<file path="src/rtl/memory_arbiter.sv">
// -----------------------------------------------------------------------------
// memory_arbiter
//
// Shares one single-ported RAM between the instruction-fetch port and the
// data-access port. Data requests win over fetches when both are raised in
// the same IDLE cycle, but an access that has already started is never
// preempted. Every access is followed by one IDLE cycle. A wait-cycle
// watchdog and the RAM ERROR status both set a sticky bus-error flag.
//
// Ports
//   CLK, RST            clock, synchronous active-high reset
//   iREN, iaddr         instruction fetch request and address
//   ihit, iload         fetch complete strobe and fetched word
//   dREN, dWEN          data read / write request
//   daddr, dstore       data address and write data
//   dhit, dload         data access complete strobe and read word
//   ramREN, ramWEN      RAM read / write strobes
//   ramaddr, ramstore   RAM address and write data
//   ramload, ramstate   RAM read data and status (FREE/BUSY/ACCESS/ERROR)
//   buserr              sticky bus error, cleared only by RST
//
// The RAM-side strobes, address and the hit strobes are combinational from
// the registered state and the live request inputs, so a request sampled in
// IDLE at one edge can complete in the very next cycle.
// -----------------------------------------------------------------------------
module memory_arbiter #(
    parameter int AW      = 32,
    parameter int DW      = 32,
    parameter int TIMEOUT = 64
) (
    input  logic          CLK,
    input  logic          RST,
    input  logic          iREN,
    input  logic [AW-1:0] iaddr,
    output logic          ihit,
    output logic [DW-1:0] iload,
    input  logic          dREN,
    input  logic          dWEN,
    input  logic [AW-1:0] daddr,
    input  logic [DW-1:0] dstore,
    output logic          dhit,
    output logic [DW-1:0] dload,
    output logic          ramREN,
    output logic          ramWEN,
    output logic [AW-1:0] ramaddr,
    output logic [DW-1:0] ramstore,
    input  logic [DW-1:0] ramload,
    input  logic [1:0]    ramstate,
    output logic          buserr
);

    localparam int WCW = $clog2(TIMEOUT) + 1;
    localparam logic [WCW-1:0] WCNT_LAST = WCW'(TIMEOUT - 1);
    localparam logic [WCW-1:0] WCNT_ONE  = WCW'(1);

    localparam logic [1:0] RAM_ACCESS = 2'd2;
    localparam logic [1:0] RAM_ERROR  = 2'd3;

    typedef enum logic [1:0] {
        IDLE  = 2'd0,
        DATA  = 2'd1,
        INSTR = 2'd2
    } state_e;

    state_e         state_q, state_d;
    logic [WCW-1:0] wcnt_q, wcnt_d;
    logic           buserr_q, buserr_d;

    logic           d_req_s;
    logic           own_req_s;
    logic           ram_done_s;
    logic           ram_err_s;

    assign d_req_s    = dREN | dWEN;
    assign ram_done_s = (ramstate == RAM_ACCESS);
    assign ram_err_s  = (ramstate == RAM_ERROR);

    // Request that owns the RAM in the current state; dropping it aborts.
    always_comb begin
        own_req_s = 1'b0;
        case (state_q)
            DATA:    own_req_s = d_req_s;
            INSTR:   own_req_s = iREN;
            IDLE:    own_req_s = 1'b0;
            default: own_req_s = 1'b0;
        endcase
    end

    // Next-state, watchdog and sticky error logic.
    always_comb begin
        state_d  = state_q;
        wcnt_d   = wcnt_q;
        buserr_d = buserr_q;
        case (state_q)
            IDLE: begin
                wcnt_d = {WCW{1'b0}};
                if (d_req_s) begin
                    state_d = DATA;
                end else if (iREN) begin
                    state_d = INSTR;
                end else begin
                    state_d = IDLE;
                end
            end
            DATA, INSTR: begin
                // Abort beats completion: the strobes are already low when
                // the owner drops, so the RAM did not see an access.
                if (!own_req_s) begin
                    state_d = IDLE;
                    wcnt_d  = {WCW{1'b0}};
                end else if (ram_done_s) begin
                    // ACCESS wins over a coincident watchdog expiry.
                    state_d = IDLE;
                    wcnt_d  = {WCW{1'b0}};
                end else if (ram_err_s) begin
                    state_d  = IDLE;
                    wcnt_d   = {WCW{1'b0}};
                    buserr_d = 1'b1;
                end else if (wcnt_q == WCNT_LAST) begin
                    state_d  = IDLE;
                    wcnt_d   = {WCW{1'b0}};
                    buserr_d = 1'b1;
                end else begin
                    state_d = state_q;
                    wcnt_d  = wcnt_q + WCNT_ONE;
                end
            end
            default: begin
                state_d = IDLE;
                wcnt_d  = {WCW{1'b0}};
            end
        endcase
    end

    // RAM-side drive and hit strobes, following the live request inputs.
    always_comb begin
        ramREN   = 1'b0;
        ramWEN   = 1'b0;
        ramaddr  = {AW{1'b0}};
        ramstore = {DW{1'b0}};
        ihit     = 1'b0;
        iload    = {DW{1'b0}};
        dhit     = 1'b0;
        dload    = {DW{1'b0}};
        case (state_q)
            DATA: begin
                ramREN   = dREN;
                ramWEN   = dWEN;
                ramaddr  = daddr;
                ramstore = dstore;
                if (d_req_s && ram_done_s) begin
                    dhit  = 1'b1;
                    dload = ramload;
                end else begin
                    dhit  = 1'b0;
                    dload = {DW{1'b0}};
                end
            end
            INSTR: begin
                ramREN  = iREN;
                ramaddr = iaddr;
                if (iREN && ram_done_s) begin
                    ihit  = 1'b1;
                    iload = ramload;
                end else begin
                    ihit  = 1'b0;
                    iload = {DW{1'b0}};
                end
            end
            IDLE: begin
                ramREN = 1'b0;
            end
            default: begin
                ramREN = 1'b0;
            end
        endcase
    end

    assign buserr = buserr_q;

    // State, watchdog and error registers with synchronous reset.
    always_ff @(posedge CLK) begin
        if (RST) begin
            state_q  <= IDLE;
            wcnt_q   <= {WCW{1'b0}};
            buserr_q <= 1'b0;
        end else begin
            state_q  <= state_d;
            wcnt_q   <= wcnt_d;
            buserr_q <= buserr_d;
        end
    end

endmodule

</file>
<file path="config.mk">
export PLATFORM = sky130hd
export DESIGN_NAME = memory_arbiter
export DESIGN_NICKNAME = d
export VERILOG_FILES = /design/src/rtl/memory_arbiter.sv
export SDC_FILE = /design/constraint.sdc
export NUM_CORES = 1
export LEC_CHECK = 0
export ABC_AREA = 1
export ABC_CLOCK_PERIOD_IN_PS = 1400
export CORE_AREA = 2 2 105 107
export CTS_BUF_LIST = sky130_fd_sc_hd__clkbuf_16
export CTS_CLUSTER_SIZE = 40
export DETAILED_ROUTE_END_ITERATION = 10
export DIE_AREA = 0 0 107 109
export PLACE_DENSITY = 0.69
export SYNTH_ARGS = -nofsm -noshare
export SYNTH_HDL_FRONTEND = slang
export SYNTH_SLANG_ARGS = --single-unit
export TNS_END_PERCENT = 100
</file>
<file path="constraint.sdc">
create_clock -name CLK -period 1.4 [get_ports CLK]
set_input_delay 0.21 -clock CLK [delete_from_list [all_inputs] [get_ports CLK]]
set_output_delay 0.21 -clock CLK [all_outputs]
set_load 0.1 [all_outputs]
</file>
==> reports/metrics.yaml <==
worst_hold_path:
  holdCritPathClass: "reg2reg"
  worst_hold_path.endpoint: "wcnt_q[0]$_SDFF_PP0_"
  holdPathStages: 1
  hp-start: "wcnt_q[0]$_SDFF_PP0_"
synthesis:
  ys_ff_latch: 10
  synthTopCellsByArea: "nand2_1 (23%), inv_1 (16%), nor2_1 (15%)"
  synth-main-ff-cell: "dfxtp_1"
  syn-num-nets: 496
  synth_edf_count: 0
  synth-async-reset-ratio: 0
  yosysMostFrequentCell: "nand2_1"
  synth_top_area_frac: 0.2316
  yosysTopAreaCell: "nand2_1"
  synth_cells: 356
  ys_types: 23
  synth_area_per_cell_um2: 4.917
  ys_warn_count: 0
  syn_area_um2: 1750
  ys_seq_area_frac: 0.1144
  synth_commonest_cells: "nand2_1 (108), inv_1 (73), nor2_1 (71)"
sta:
  maxSlewViolCount: 0
  hold_violations: 0
  rsz0062_at_grt: "yes"
  fmax_mhz: 541.1
  slew_headroom: 0.8294
  setup_viol: 135
  period_share: 1.320
  finalCriticalPeriod_ps: 1848
  fin_skew_ps: 4.204
  fin_ws_ps: -448.2
  max_slew.worst_pin.slew_ps: 255.8
placed_design:
  placed_cells: 774
  io_buffers: 267
  place.gp.congestion: 0.7629
  dp_hpwl_um: 10360
  place_ws_ps: -448.6
  dpl_cell_area_um2: 7239
pwr:
  p_switching_uw: 2008
  power.density_nw_per_um2: 505.5
  p_int_uw: 1976
  power_frac_seq: 0.075
  clkPwrFrac: 0.129
  p_leak_uw: 0.002941
  peakVddDrop_v: 0.0006614
  p_comb_frac: 0.796
  sw_frac_of_total: 0.5041
finish:
  drive_gt1_frac: 0.5994
  antenna_cells: 0
  fin_cells: 794
  final_cell_area_um2: 7881
  finish.net_count: 795
  final_core_util: 0.7433
  nFillCells: 663
  syn2layout_area_growth_pct: 350.3
global_route:
  grt_max_degree: 33
  grt-ovfl-total: 0
  antenna_found_initial: 0
  grt_use_total: 0.2035
  grt_pass1_wl_um: 18750
  grt_pass1_vias: 3614
floorplan:
  core_area_um2: 10600
  rows: 38
  die_w_um: 107
  initial_core_util: 0.1651
  die_h_um: 109
  num_io_pins: 268
  dieArea_um2: 11660
route:
  firstDrtPassIters: 4
  drt_iter0_drc: 121
  detail-route-antenna-nets: 0
  routed_via_density: 4.264
  wirelength_um: 13110
  avgRoutedWirePerCell_um: 16.51
  drc: 0
  via_count: 3386
worst_setup_path:
  crit_family: "buffers and inverters"
  slowest_stage: "dfxtp_2"
  arrival_ps: 1640
  endpoint_kind: "output port"
  worstPathRequired_ps: 1190
  r2r-end: "state_q[0]$_SDFFE_PP0P_"
  crit_top_cell: "buf_12"
  r2r_cells: 8
  critPathMaxFanout: 7
  cp_num_buf_inv: 7
  slowest_delay_ps: 320
  r2r-start: "state_q[0]$_SDFFE_PP0P_"
  cp_cell_sequence: "inv_2, buf_6, ha_4, buf_12, buf_12, buf_12, nand2_4, clkinvlp_4, buf_12"
  rrSetupSlack_ps: -70
  critPathKind: "reg2out"
  start_kind: "flop"
status:
  status: "finished, violations left"
  violations: "setup timing"
clock_tree:
  cts_buffers: 3
  htreeDepth: 1
  ctsRootBufferMaster: "clkbuf_16"
  path_clk_slew_ps: 40
  cts_tree: "yes"
  clk-insertion-delay-late_ps: 240
  clock_sinks: 10
  ctsLongestPathBuffers: 2
flow_run:
  max_cap_viol_count: 0
[cell type report]
cell class / count / area (um2) / share of cell area
flip-flops and latches: 10 / 202.7 / 0.02572
clock inverters: 1 / 3.754 / 0.0004763
inverters: 78 / 424.2 / 0.05382
multi-input cells: 248 / 2285 / 0.2899
repair buffers: 314 / 4716 / 0.5983
well taps: 140 / 175.2 / 0.02223
clock buffers: 3 / 75.07 / 0.009525
[layout by cell type, fill, tap and decap left out, types with 9 or more instances in the layout]
cell / n
buf_12: 147
clkinvlp_4: 33
nor2_1: 13
nand2_1: 56
nor2_4: 67
nand2_4: 31
buf_6: 9
a21oi_4: 32
clkdlybuf4s50_1: 132
nand2_2: 22
inv_1: 38
buf_4: 16
[timing repair]
action                                  CTS  global route
endpoints found under the setup margin  135           142
gates resized for setup                  49            24
setup buffers                             8             1
hold buffers                              0             0
pin swaps                                18            12
gates cloned                              5             3
[registers in the layout, summed over array words and instances (netlist names)]
register / flops
wcnt_q: 7
state_q: 2
buserr: 1
[logic make-up after synthesis]
family	Yosys count	synth area share
buffers and inverters	98	0.2437
adders and majority gates	5	0.03574
xor gates and xnor gates	3	0.01501
and+or+nand+nor	201	0.4703
DFF	10	0.1144
AOI/OAI and AO/OA	39	0.1208
[power groups by stage]
stage	logic, uW	clock network [uW]	registers, uW
floorplan	1700	0	310
global placement	2860	0	304
detailed placement	2890	0	304
CTS	3110	513	298
global route	3280	530	299
finish	3170	513	298
[worst max-delay path by stage]
stage                             from  cells past startpoint      endpoint
2_1_floorplan  state_q[0]$_SDFFE_PP0P_                      8     iload[10]
3_3_place_gp               ramstate[1]                      9     iload[10]
3_5_place_dp               ramstate[1]                      9     iload[10]
4_1_cts        state_q[1]$_SDFFE_PP0P_                      9  ramstore[28]
5_1_grt        state_q[1]$_SDFFE_PP0P_                      9   ramaddr[31]
6_report       state_q[1]$_SDFFE_PP0P_                      9   ramstore[2]
[metal layers]
| metal | up-vias | part of all wire | global-route usage | wire (um) |
|---|---|---|---|---|
| met3 | 22 | 0.074 | 0.04961 | 974 |
| met2 | 167 | 0.57 | 0.4140 | 7437 |
| met1 | 1574 | 0.34 | 0.2113 | 4471 |
| met4 | 0 | 0.017 | 0.03525 | 225 |
| li1 | 1623 | - | - | - |
| met5 | - | 0 | 0 | 0 |
[metrics by stage]
step	hold WS, ps	setup TNS [ps]	power, uW
after floorplan	279.1	-68240	2006
after global placement	426.3	-32460	3162
after detailed placement	467.3	-36720	3199
after CTS	478.9	-52040	3921
after global routing	489.3	-58610	4110
final	470.9	-51080	3984
Power figures use the tool's default switching activity.
